[src/rtl/seg_disp_pkg.sv]
// rtl/seg_disp_pkg.sv - shared code/segment constants for the scanned 7-segment display
package seg_disp_pkg;

  localparam logic [3:0] CODE_P     = 4'hA;
  localparam logic [3:0] CODE_A     = 4'hB;
  localparam logic [3:0] CODE_BLANK = 4'hF;

  localparam logic [7:0] SEG_OFF = 8'hFF;

  // Active-low g..a patterns
  localparam logic [6:0] SEG7_0     = 7'b1000000;
  localparam logic [6:0] SEG7_1     = 7'b1111001;
  localparam logic [6:0] SEG7_2     = 7'b0100100;
  localparam logic [6:0] SEG7_3     = 7'b0110000;
  localparam logic [6:0] SEG7_4     = 7'b0011001;
  localparam logic [6:0] SEG7_5     = 7'b0010010;
  localparam logic [6:0] SEG7_6     = 7'b0000010;
  localparam logic [6:0] SEG7_7     = 7'b1111000;
  localparam logic [6:0] SEG7_8     = 7'b0000000;
  localparam logic [6:0] SEG7_9     = 7'b0010000;
  localparam logic [6:0] SEG7_P     = 7'b0001100;
  localparam logic [6:0] SEG7_A     = 7'b0001000;
  localparam logic [6:0] SEG7_BLANK = 7'b1111111;

endpackage

[src/rtl/seg_scan_display_if.sv]
// rtl/seg_scan_display_if.sv - load/brightness inputs and pin outputs of the scan display
interface seg_scan_display_if #(
  parameter int NDIG = 8
);
  logic [4*NDIG-1:0] uCodes;
  logic [NDIG-1:0]   uDp;
  logic [NDIG-1:0]   uBlink;
  logic              uLoad;
  logic [2:0]        uBright;
  logic [7:0]        ySEG_;
  logic [NDIG-1:0]   yAN_;
  logic              yPending;
  logic              yFrame;

  modport master (
    output uCodes, uDp, uBlink, uLoad, uBright,
    input  ySEG_, yAN_, yPending, yFrame
  );

  modport slave (
    input  uCodes, uDp, uBlink, uLoad, uBright,
    output ySEG_, yAN_, yPending, yFrame
  );
endinterface

[src/rtl/seg_decode.sv]
// rtl/seg_decode.sv - 4-bit display code to active-low 7-segment pattern
module seg_decode
  import seg_disp_pkg::*;
(
  input  logic [3:0] code,
  output logic [6:0] seg
);

  always_comb begin
    seg = SEG7_BLANK;
    case (code)
      4'h0:    seg = SEG7_0;
      4'h1:    seg = SEG7_1;
      4'h2:    seg = SEG7_2;
      4'h3:    seg = SEG7_3;
      4'h4:    seg = SEG7_4;
      4'h5:    seg = SEG7_5;
      4'h6:    seg = SEG7_6;
      4'h7:    seg = SEG7_7;
      4'h8:    seg = SEG7_8;
      4'h9:    seg = SEG7_9;
      CODE_P:  seg = SEG7_P;
      CODE_A:  seg = SEG7_A;
      default: seg = SEG7_BLANK;
    endcase
  end

endmodule

[src/rtl/seg_scan_display.sv]
// rtl/seg_scan_display.sv - multiplexed common-anode 7-segment driver with shadow buffer, blink and brightness
module seg_scan_display
  import seg_disp_pkg::*;
#(
  parameter int NDIG         = 8,
  parameter int DIV          = 4,
  parameter int BLINK_FRAMES = 32
) (
  input  logic               clk,
  input  logic               rst_n,
  seg_scan_display_if.slave  bus
);

  localparam int PW = (DIV > 1) ? $clog2(DIV) : 1;
  localparam int DW = $clog2(NDIG);
  localparam int BW = (BLINK_FRAMES > 1) ? $clog2(BLINK_FRAMES) : 1;
  localparam logic [PW-1:0] P_LAST  = PW'(DIV - 1);
  localparam logic [DW-1:0] D_LAST  = DW'(NDIG - 1);
  localparam logic [BW-1:0] BC_LAST = BW'(BLINK_FRAMES - 1);

  logic [PW-1:0]     p;
  logic [2:0]        ph;
  logic [DW-1:0]     d;
  logic [BW-1:0]     bc;
  logic              bs;
  logic              pending;
  logic [4*NDIG-1:0] shCodes, acCodes;
  logic [NDIG-1:0]   shDp, acDp, shBlink, acBlink;
  logic              wrapQ;
  logic [7:0]        segQ;
  logic [NDIG-1:0]   anQ;
  logic              frameQ;

  logic              pEnd, phEnd, dWrap;
  logic [3:0]        curCode;
  logic [6:0]        curSeg;
  logic [7:0]        segNext;
  logic [NDIG-1:0]   anNext;

  assign pEnd  = (p == P_LAST);
  assign phEnd = pEnd && (ph == 3'd7);
  assign dWrap = phEnd && (d == D_LAST);

  assign curCode = acCodes[{d, 2'b00} +: 4];

  seg_decode uDecode (
    .code (curCode),
    .seg  (curSeg)
  );

  // A fully dark digit also keeps its anode off so blanked slots never ghost.
  always_comb begin
    segNext = (acBlink[d] && bs) ? SEG_OFF : {~acDp[d], curSeg};
    anNext  = '1;
    if ((ph <= bus.uBright) && (segNext != SEG_OFF)) begin
      anNext[d] = 1'b0;
    end
  end

  always_ff @(posedge clk) begin
    if (!rst_n) begin
      p       <= '0;
      ph      <= '0;
      d       <= '0;
      bc      <= '0;
      bs      <= 1'b0;
      pending <= 1'b0;
      shCodes <= {NDIG{CODE_BLANK}};
      acCodes <= {NDIG{CODE_BLANK}};
      shDp    <= '0;
      acDp    <= '0;
      shBlink <= '0;
      acBlink <= '0;
      wrapQ   <= 1'b0;
      segQ    <= SEG_OFF;
      anQ     <= '1;
      frameQ  <= 1'b0;
    end else begin
      p <= pEnd ? '0 : p + 1'b1;
      if (pEnd) begin
        ph <= ph + 3'd1;
      end
      if (phEnd) begin
        d <= (d == D_LAST) ? '0 : d + 1'b1;
      end
      if (dWrap) begin
        bc <= (bc == BC_LAST) ? '0 : bc + 1'b1;
        if (bc == BC_LAST) begin
          bs <= ~bs;
        end
      end

      // Copy on wrap sees the old shadow even when a load lands in the same cycle.
      if (dWrap && pending) begin
        acCodes <= shCodes;
        acDp    <= shDp;
        acBlink <= shBlink;
      end
      if (bus.uLoad) begin
        shCodes <= bus.uCodes;
        shDp    <= bus.uDp;
        shBlink <= bus.uBlink;
        pending <= 1'b1;
      end else if (dWrap) begin
        pending <= 1'b0;
      end

      wrapQ  <= dWrap;
      frameQ <= wrapQ;
      segQ   <= segNext;
      anQ    <= anNext;
    end
  end

  assign bus.ySEG_    = segQ;
  assign bus.yAN_     = anQ;
  assign bus.yPending = pending;
  assign bus.yFrame   = frameQ;

endmodule

[src/flat_wrapper.sv]
// flat-port wrapper written by rule: the top's interface ports become plain ports
module seg_scan_display_flat import seg_disp_pkg::*;
#(
  parameter int NDIG         = 8,
  parameter int DIV          = 4,
  parameter int BLINK_FRAMES = 32
)
  (clk, rst_n, bus_uCodes, bus_uDp, bus_uBlink, bus_uLoad, bus_uBright, bus_ySEG_, bus_yAN_, bus_yPending, bus_yFrame);
  seg_scan_display_if #(.NDIG(NDIG)) bus_i ();
  input  logic clk;
  input  logic rst_n;
  input wire logic [$bits(bus_i.uCodes)-1:0] bus_uCodes;
  input wire logic [$bits(bus_i.uDp)-1:0] bus_uDp;
  input wire logic [$bits(bus_i.uBlink)-1:0] bus_uBlink;
  input wire logic [$bits(bus_i.uLoad)-1:0] bus_uLoad;
  input wire logic [$bits(bus_i.uBright)-1:0] bus_uBright;
  output wire logic [$bits(bus_i.ySEG_)-1:0] bus_ySEG_;
  output wire logic [$bits(bus_i.yAN_)-1:0] bus_yAN_;
  output wire logic [$bits(bus_i.yPending)-1:0] bus_yPending;
  output wire logic [$bits(bus_i.yFrame)-1:0] bus_yFrame;
  assign bus_i.uCodes = bus_uCodes;
  assign bus_i.uDp = bus_uDp;
  assign bus_i.uBlink = bus_uBlink;
  assign bus_i.uLoad = bus_uLoad;
  assign bus_i.uBright = bus_uBright;
  assign bus_ySEG_ = bus_i.ySEG_;
  assign bus_yAN_ = bus_i.yAN_;
  assign bus_yPending = bus_i.yPending;
  assign bus_yFrame = bus_i.yFrame;
  seg_scan_display #(.NDIG(NDIG), .DIV(DIV), .BLINK_FRAMES(BLINK_FRAMES)) u_core (.clk(clk), .rst_n(rst_n), .bus(bus_i));
endmodule
[config.mk]
export PLATFORM = sky130hd
export DESIGN_NAME = seg_scan_display_flat
export DESIGN_NICKNAME = d
export VERILOG_FILES = /design/src/rtl/seg_disp_pkg.sv /design/src/rtl/seg_scan_display_if.sv /design/src/rtl/seg_decode.sv /design/src/rtl/seg_scan_display.sv /design/src/flat_wrapper.sv
export SDC_FILE = /design/constraint.sdc
export NUM_CORES = 1
export LEC_CHECK = 0
export CAP_MARGIN = 20
export CORE_ASPECT_RATIO = 1.25
export CORE_MARGIN = 4
export CORE_UTILIZATION = 54
export CTS_CLUSTER_DIAMETER = 40
export DETAILED_ROUTE_END_ITERATION = 16
export PLACE_DENSITY = 0.79
export REMOVE_ABC_BUFFERS = 1
export SYNTH_ARGS = -nofsm -noshare
export SYNTH_HDL_FRONTEND = slang
export SYNTH_SLANG_ARGS = --single-unit
export TNS_END_PERCENT = 50
[constraint.sdc]
create_clock -name clk -period 2.9 [get_ports clk]
set_input_delay 0.58 -clock clk [delete_from_list [all_inputs] [get_ports clk]]
set_output_delay 0.58 -clock clk [all_outputs]
set_load 0.005 [all_outputs]
==> results of run 1 <==
-- sequential cells by signal, indices dropped and copies added, names as in the netlist --
signal               flops
u_core.bus.yAN_          8
u_core.ph                3
u_core.bus.ySEG_         8
u_core.bs                1
u_core.shDp              8
u_core.shCodes          32
u_core.bc                5
u_core.bus.yFrame        1
u_core.acDp              8
u_core.bus.yPending      1
u_core.acCodes          32
u_core.wrapQ             1
u_core.d                 3
u_core.acBlink           8
u_core.p                 2
u_core.shBlink           8
-- worst register-to-register path, cell delays in order, from the launching register on --
cell,delay [ns]
dfxtp_1,0.72
mux2_2,0.40
a32oi_1,0.21
o211ai_1,0.27
inv_1,0.18
ha_1,0.26
nor3_1,0.21
a21oi_1,0.06
a21oi_1,0.14
-- layout make-up --
class | count | area share
clock inverter | 9 | 0.01225
sequential | 129 | 0.3889
tap | 126 | 0.02374
inverter | 8 | 0.004522
timing repair buffer | 83 | 0.1229
clock buffer | 23 | 0.07349
multi-input combinational | 386 | 0.3742
-- cells in the mapped netlist, types with 3 or more instances --
library cell	instances
ha_1	16
dfxtp_1	129
nor4_1	3
a21boi_0	19
mux2_2	7
mux4_1	5
nand3b_1	4
buf_1	5
nand2_1	144
buf_4	3
nor2b_1	21
o21ai_0	8
and2_1	4
nor2_1	9
nand3_1	37
buf_2	5
nor3_1	7
inv_1	8
mux2i_1	55
o21a_1	3
clkbuf_1	24
a21oi_1	13
or3_1	3
-- stage by stage --
step | hold slack (ns) | utilization | instance area, um^2 | worst slack (ns)
after detailed placement | 0.4186 | 0.6351 | 6071 | 0.2956
after floorplan | 0.4043 | - | 5097 | 0.3136
final | 0.4271 | 0.6946 | 6640 | 0.3673
after CTS | 0.4260 | 0.6946 | 6640 | 0.3460
after global routing | 0.4330 | 0.6946 | 6640 | 0.1216
after global placement | 0.4147 | 0.6351 | 6071 | 0.3405
-- power by group --
part	internal (uW)	total [uW]	switching, uW
logic	123	204	80.9
registers	1820	1840	24.3
clock network	1260	2000	733
total	3210	4040	838
-- path summary, 6_finish.rpt --
path | startpoint | end | slack [ns] | depth (start not counted)
min | u_core.p[0]$_SDFF_PP0_ | u_core.p[0]$_SDFF_PP0_ | 0.43 | 1
max | u_core.d[1]$_SDFFE_PN0P_ | u_core.bus.ySEG_[3]$_SDFF_PN1_ | 0.37 | 8
max reg2reg | u_core.d[1]$_SDFFE_PN0P_ | u_core.bus.ySEG_[3]$_SDFF_PN1_ | 0.37 | 8
min reg2reg | u_core.p[0]$_SDFF_PP0_ | u_core.p[0]$_SDFF_PP0_ | 0.43 | 1
-- logic make-up after synthesis --
logic type,count (synthesis),synth area share
mux,68,0.1488
buf+inv,46,0.03755
flops,129,0.4905
fa+ha+maj,16,0.03802
simple gates,247,0.2148
xor+xnor,2,0.003328
compound gates,53,0.06702
-- metal layers --
metal,wire length (um),GRT usage,up-vias
met5,0,0,-
met4,149,0.08070,0
met3,404,0.04901,13
li1,-,-,2034
met1,4668,0.2394,1842
met2,5314,0.3266,70
==> reports/metrics.yaml, run 1 <==
final_nets: 695
numCtsBuffers: 17
synthCells: 561
drtAntennaViolNets: 0
fin_crit_sh: 0.8734
num_antenna_cells: 0
die_w_um: 96.32
slew_headroom: 0.3953
rows: 40
outcome: "finished, final reports clean"
worst-path-max-fanout: 15
drt-initial-drc-count: 190
async_reset_ff_frac: 0
critPathKind: "flip-flop to flip-flop"
vdd.ir_drop.worst_mv: 0.4836
die-area_um2: 11400
fmax_mhz: 394.8
area_growth_pct: 26.12
cp.arrival_ns: 2.87
cpPeakStageDelay_ns: 0.72
hold_violations: 0
synth_area_leader_cell: "dfxtp_1"
dp.cells: 732
path_cells: "mux2_2, a32oi_1, o211ai_1, inv_1, ha_1, nor3_1, a21oi_1, a21oi_1"
fillers: 746
place_congestion: 0.8406
fin_setup_tns_ns: 0
cp_top_family: "flip-flops"
fin_cells: 764
drv_slew: 0
post_cts.repair.setup_buffers: 0
synth_top_area_frac: 0.4905
track_usage: 0.1969
cts.sinks: 129
worstMarginPinSlew_ns: 0.9071
worstPathRequired_ns: 3.23
crit_buf_inv: 1
period_minus_slack_ns: 2.533
drc_errors: 0
crit_top_cell: "a21oi_1"
syn_area_um2: 5265
regArea_um2: 2582
io_pins: 72
total_power_uw: 4044
initial_core_util: 0.5508
grt_pass1_vias: 3884
grt_max_degree: 105
die_h_um: 118.4
crit_path_end_kind: "flip-flop"
grt_first_pass_wirelength_mm: 17.71
finClkSkew_ns: 0.008073
setup_violations: 0
max_cap_viol_count: 0
ctsRootBufferMaster: "clkbuf_16"
hold_path.class: "flip-flop to flip-flop"
synth.distinct_cells: 46
h-tree-depth: 4
ys_seq_elements: 129
core_um2: 9559
final_common_cell: "nand2_1"
synth-edff-count: 0
cp-start-kind: "flip-flop"
cts.repair.resized: 0
dominantRegCellSynth: "dfxtp_1"
clk_pin_slew_ns: 0.05
port_buffers: 71
vias_per_cell: 5.182
vias: 3959
avgSynthCellArea_um2: 9.385
wl_mm: 10.54
cts_tree: "built"
grt-ovfl-total: 0
dr.pass1.iters: 5
detailedPlacementHpwl_mm: 7.174
power_density_nw_per_um2: 609.0
antenna_found_initial: 0
crit_slowest_cell: "dfxtp_1"
seq_area_frac_synth: 0.4905
wl_per_cell_um: 13.79
rsz0062_at_grt: "false"
most-common-layout-cells: "nand2_1, dfxtp_1, clkdlybuf4s50_1, mux2i_1, nand3_1"
clk_latency_ns: 0.41
clockBufferDepth: 2
leakage_uw: 0.002753
drive_above_1_share: 0.08777
ctsHoldBuffers: 0
synth_area_leaders: "dfxtp_1, mux2i_1, nand2_1"
ys_warn_count: 0
multi_input_area_um2: 2485
(Power assumes the default switching activity.)
==> run 2: changes to the inputs <==
Clock period 2.9 ns to 2.75 ns, I/O delays scaled along.
==> run 2 against run 1 <==
  * Critical path type unchanged
  * Sequential share of layout area fell by 0.48 points
  * First-iteration DRC count rose by 23%
  * Sequential power rose by 6%
  * Largest power group unchanged
==> reports/metrics.yaml, run 2 (synthesis gave the netlist of run 1 again) <==
h-tree-depth: 4
power_density_nw_per_um2: 686.9
largestRegisters: "u_core.acCodes (32), u_core.shCodes (32)"
fin_crit_sh: 0.9157
period_minus_slack_ns: 2.518
worstMarginPinSlew_ns: 0.6220
power_frac_comb: 0.047
vias: 4020
clk_latency_ns: 0.41
hold_path.class: "flip-flop to flip-flop"
drc_errors: 0
place_congestion: 0.8865
cp-start-kind: "flip-flop"
area_growth_pct: 27.76
min_from: "u_core.wrapQ$_SDFF_PN0_"
wl_per_cell_um: 14.14
worstPathRequired_ns: 3.02
grt_pass1_vias: 3872
cts_tree: "built"
dr.pass1.iters: 4
die-area_um2: 11400
drv_slew: 0
grt-ovfl-total: 0
grt_max_degree: 67
max_cap_viol_count: 0
worst-path-max-fanout: 15
crit_path_end_kind: "flip-flop"
ctsRootBufferMaster: "clkbuf_16"
critPathKind: "flip-flop to flip-flop"
grt_first_pass_wirelength_mm: 18.35
drive_above_1_share: 0.08934
numCtsBuffers: 17
final_core_util: 0.7037
r2r-end: "u_core.bus.yAN_[7]$_SDFF_PN1_"
p_int_uw: 3725
vias_per_cell: 5.262
outcome: "finished, final reports clean"
final_common_cell: "nand2_1"
final_nets: 695
die_w_um: 96.32
clockBufferDepth: 2
slew_headroom: 0.5848
io_pins: 72
clk_pin_slew_ns: 0.05
core_um2: 9559
hold_violations: 0
clockPowerShare: 0.531
fmax_mhz: 397.1
rr_startpoint: "u_core.d[1]$_SDFFE_PN0P_"
switching_power_uw: 895.5
post_cts.repair.setup_buffers: 0
port_buffers: 71
most-common-layout-cells: "nand2_1, dfxtp_1, clkdlybuf4s50_1, mux2i_1, nand3_1"
antenna_found_initial: 0
r2r_cells: 6
swShare: 0.1938
detailedPlacementHpwl_mm: 7.404
reg2reg_slack_ns: 0.23
vdd.ir_drop.worst_mv: 0.5111
initial_core_util: 0.5508
cp.arrival_ns: 2.79
rsz0062_at_grt: "false"
die_h_um: 118.4
finClkSkew_ns: 0.01100
num_antenna_cells: 0
cts.sinks: 129
rows: 40
drt-initial-drc-count: 234
track_usage: 0.2052
holdPathEnd: "u_core.bus.yFrame$_SDFF_PN0_"
setup_violations: 0
whs_path_depth: 1
wl_mm: 10.80
leakage_uw: 0.002797
drtAntennaViolNets: 0
fin_setup_tns_ns: 0
seqPwrFrac: 0.421
run 2: worst max path at each step:
stage                                   startpoint                              to  slack (ns)  depth (start not counted)
after floorplan           u_core.d[0]$_SDFFE_PN0P_  u_core.acBlink[0]$_SDFFE_PN0P_        0.16                          6
after global routing      u_core.d[1]$_SDFFE_PN0P_   u_core.bus.yAN_[7]$_SDFF_PN1_        0.08                          6
final                     u_core.d[1]$_SDFFE_PN0P_   u_core.bus.yAN_[7]$_SDFF_PN1_        0.23                          6
after CTS                 u_core.d[0]$_SDFFE_PN0P_  u_core.acBlink[5]$_SDFFE_PN0P_        0.18                          8
after global placement              bus_uBright[1]   u_core.bus.yAN_[0]$_SDFF_PN1_        0.20                          8
after detailed placement            bus_uBright[1]   u_core.bus.yAN_[0]$_SDFF_PN1_        0.15                          8
run 2: repair_timing:
item | in CTS | in global routing
hold buffers | 0 | 0
endpoints found under the setup margin | 0 | 8
gates resized for setup | 0 | 1
run 2: stage by stage:
stage	hold slack (ns)	total power [uW]	area (um^2)	worst slack (ns)	instances
final	0.4361	4621	6726	0.2319	764
after global routing	0.4535	4778	6726	0.07996	764
after CTS	0.4394	4657	6725	0.1797	764
after detailed placement	0.4283	2205	6071	0.1541	732
after global placement	0.4163	2196	6071	0.1999	732
after floorplan	0.4043	2063	5097	0.1636	523
run 2: final cells by class:
| class | count | area, um^2 |
|---|---|---|
| Clock buffer | 22 | 474.2 |
| Clock inverter | 10 | 180.2 |
| Fill cell | 717 | 2833 |
| Inverter | 8 | 30.03 |
| Multi-Input combinational cell | 386 | 2485 |
| Sequential cell | 129 | 2584 |
| Tap cell | 126 | 157.7 |
| Timing Repair Buffer | 83 | 815.8 |
run 2: critical path, stage by stage, from the launching register on:
cell and delay [ns]:
dfxtp_1 0.71, buf_4 0.27, mux4_1 0.33, mux2i_1 0.32, nor4_1 0.13, nor4_2 0.49, nand3_1 0.12
run 2: power groups by stage:
stage / clock [uW] / sequential, uW / combinational, uW
after floorplan: 0 / 1980 / 86.9
after global placement: 0 / 1980 / 212
after detailed placement: 0 / 1990 / 220
after CTS: 2490 / 1950 / 221
after global routing: 2590 / 1950 / 241
final: 2450 / 1950 / 219
run 2: routing by layer:
layer	track usage	vias up	share of wire
met4	0.08333	0	0.016
met5	0	-	0
met1	0.2595	1893	0.44
met3	0.05665	17	0.040
met2	0.3266	79	0.50
li1	-	2031	-
==> run 3: changes to the inputs <==
Settings changed: CORE_MARGIN 4 to not set.
==> run 3 against run 2 <==
  * Combinational power barely moved
  * Global-route usage rose by 3.2 points
  * Clock power fell by 11%
  * Cell area fell by 1.5%
  * Core utilization rose by 0.74 points
  * Setup slack got worse by 0.033 ns
  * Final cell count fell by 0.65%
  * Non-clock buffer count did not move
  * Largest cell class unchanged
==> reports/metrics.yaml, run 3 (synthesis gave the netlist of run 1 again) <==
ctsHoldBuffers: 0
numCtsBuffers: 17
grt_first_pass_wirelength_mm: 19.02
grt_pass1_vias: 4184
die_w_um: 90.32
rsz0062_at_grt: "false"
worstPathRequired_ns: 3.09
max_cap_viol_count: 0
cts_tree: "built"
cts.repair.resized: 0
hold_violations: 0
dr.pass1.iters: 4
place_congestion: 0.8787
p_int_uw: 3465
grt-ovfl-total: 0
rows: 39
h-tree-depth: 4
detailedPlacementHpwl_mm: 7.518
swShare: 0.2003
cp.arrival_ns: 2.89
die-area_um2: 10150
drtAntennaViolNets: 0
cpPeakStageDelay_ns: 0.66
clockBufferDepth: 2
path_cells: "mux2_2, a32oi_1, o211ai_1, inv_1, ha_1, nor3_1, a21oi_1, a21oi_1"
drv_slew: 0
critPathKind: "flip-flop to flip-flop"
vias_per_cell: 5.387
clk_pin_slew_ns: 0.05
fin_hold_ws_ns: 0.4323
period_minus_slack_ns: 2.551
finClkSkew_ns: 0.006401
crit_slowest_cell: "dfxtp_1"
clk_latency_ns: 0.41
crit_buf_inv: 1
crit_path_end_kind: "flip-flop"
fmax_mhz: 392.0
vias: 4089
cp-start-kind: "flip-flop"
fillers: 665
largestRegisters: "u_core.acCodes (32), u_core.shCodes (32)"
core_um2: 9320
drive_above_1_share: 0.08176
dp.cells: 729
wl_mm: 11.12
worstMarginPinSlew_ns: 0.8454
setup_violations: 0
grt_max_degree: 95
switching_power_uw: 868.0
track_usage: 0.2367
slew_headroom: 0.4364
die_h_um: 112.4
regArea_um2: 2582
leakage_uw: 0.002754
most-common-layout-cells: "nand2_1, dfxtp_1, clkdlybuf4s50_1, mux2i_1, nand3_1"
initial_core_util: 0.5649
io_pins: 72
hold_path.class: "flip-flop to flip-flop"
cp_top_family: "compound AO/OA/AOI/OAI gates"
clockPowerShare: 0.500
ctsRootBufferMaster: "clkbuf_16"
drt-initial-drc-count: 200
fin_cells: 759
crit_top_cell: "a21oi_1"
area_growth_pct: 25.88
multi_input_area_um2: 2485
port_buffers: 71
power_frac_comb: 0.050
drc_errors: 0
fin_crit_sh: 0.9276
antenna_found_initial: 0
vdd.ir_drop.worst_mv: 0.4993
post_cts.repair.setup_buffers: 0
num_antenna_cells: 0
fin_setup_tns_ns: 0
outcome: "finished, final reports clean"
final_common_cell: "nand2_1"
power_density_nw_per_um2: 653.8
cts.sinks: 129
worst-path-max-fanout: 12
wl_per_cell_um: 14.66
seqPwrFrac: 0.449
final_nets: 695
run 3: cell types whose count changed in the layout (fill, tap and decap cells not counted), sizes merged:
cell      previous run  this run
clkinvlp             2         1
clkbuf              22        25
bufinv               5         2
clkinv               3         2
run 3: path summary, 6_finish.rpt:
check	from	end	slack, ns	cells after the start
worst min register to register	u_core.wrapQ$_SDFF_PN0_	u_core.bus.yFrame$_SDFF_PN0_	0.43	1
worst max register to register	u_core.d[0]$_SDFFE_PN0P_	u_core.bus.ySEG_[3]$_SDFF_PN1_	0.20	8
worst max-delay path	u_core.d[0]$_SDFFE_PN0P_	u_core.bus.ySEG_[3]$_SDFF_PN1_	0.20	8
worst min-delay path	u_core.wrapQ$_SDFF_PN0_	u_core.bus.yFrame$_SDFF_PN0_	0.43	1
run 3: power by group through the flow:
stage / sequential (uW) / clock [uW] / combinational (uW)
2_1_floorplan: 1980 / 0 / 86.9
3_3_place_gp: 1980 / 0 / 210
3_5_place_dp: 1990 / 0 / 218
4_1_cts: 1950 / 2190 / 220
5_1_grt: 1950 / 2280 / 241
6_report: 1950 / 2170 / 217
run 3: per-layer routing:
| layer | part of all wire | up-vias | GRT usage |
|---|---|---|---|
| met5 | 0 | - | 0 |
| met4 | 0.020 | 0 | 0.09570 |
| met3 | 0.032 | 21 | 0.06369 |
| met2 | 0.51 | 71 | 0.4224 |
| met1 | 0.44 | 1961 | 0.2670 |
| li1 | - | 2036 | - |
run 3: through the flow:
stage	power (uW)	utilization	area, um^2	worst slack, ns
2_1_floorplan	2063	-	5097	0.1636
6_report	4333	0.7111	6628	0.1990
4_1_cts	4354	0.7111	6628	0.2332
3_3_place_gp	2193	0.6496	6055	0.2122
5_1_grt	4476	0.7111	6628	0.008578
3_5_place_dp	2204	0.6496	6055	0.1576
run 3: area by class of cell:
class	instances	share of cell area
clock buffer	25	0.07476
clock inverter	5	0.01170
inverter	8	0.004531
multi-input combinational	386	0.3749
sequential	129	0.3897
tap	123	0.02322
timing repair buffer	83	0.1212
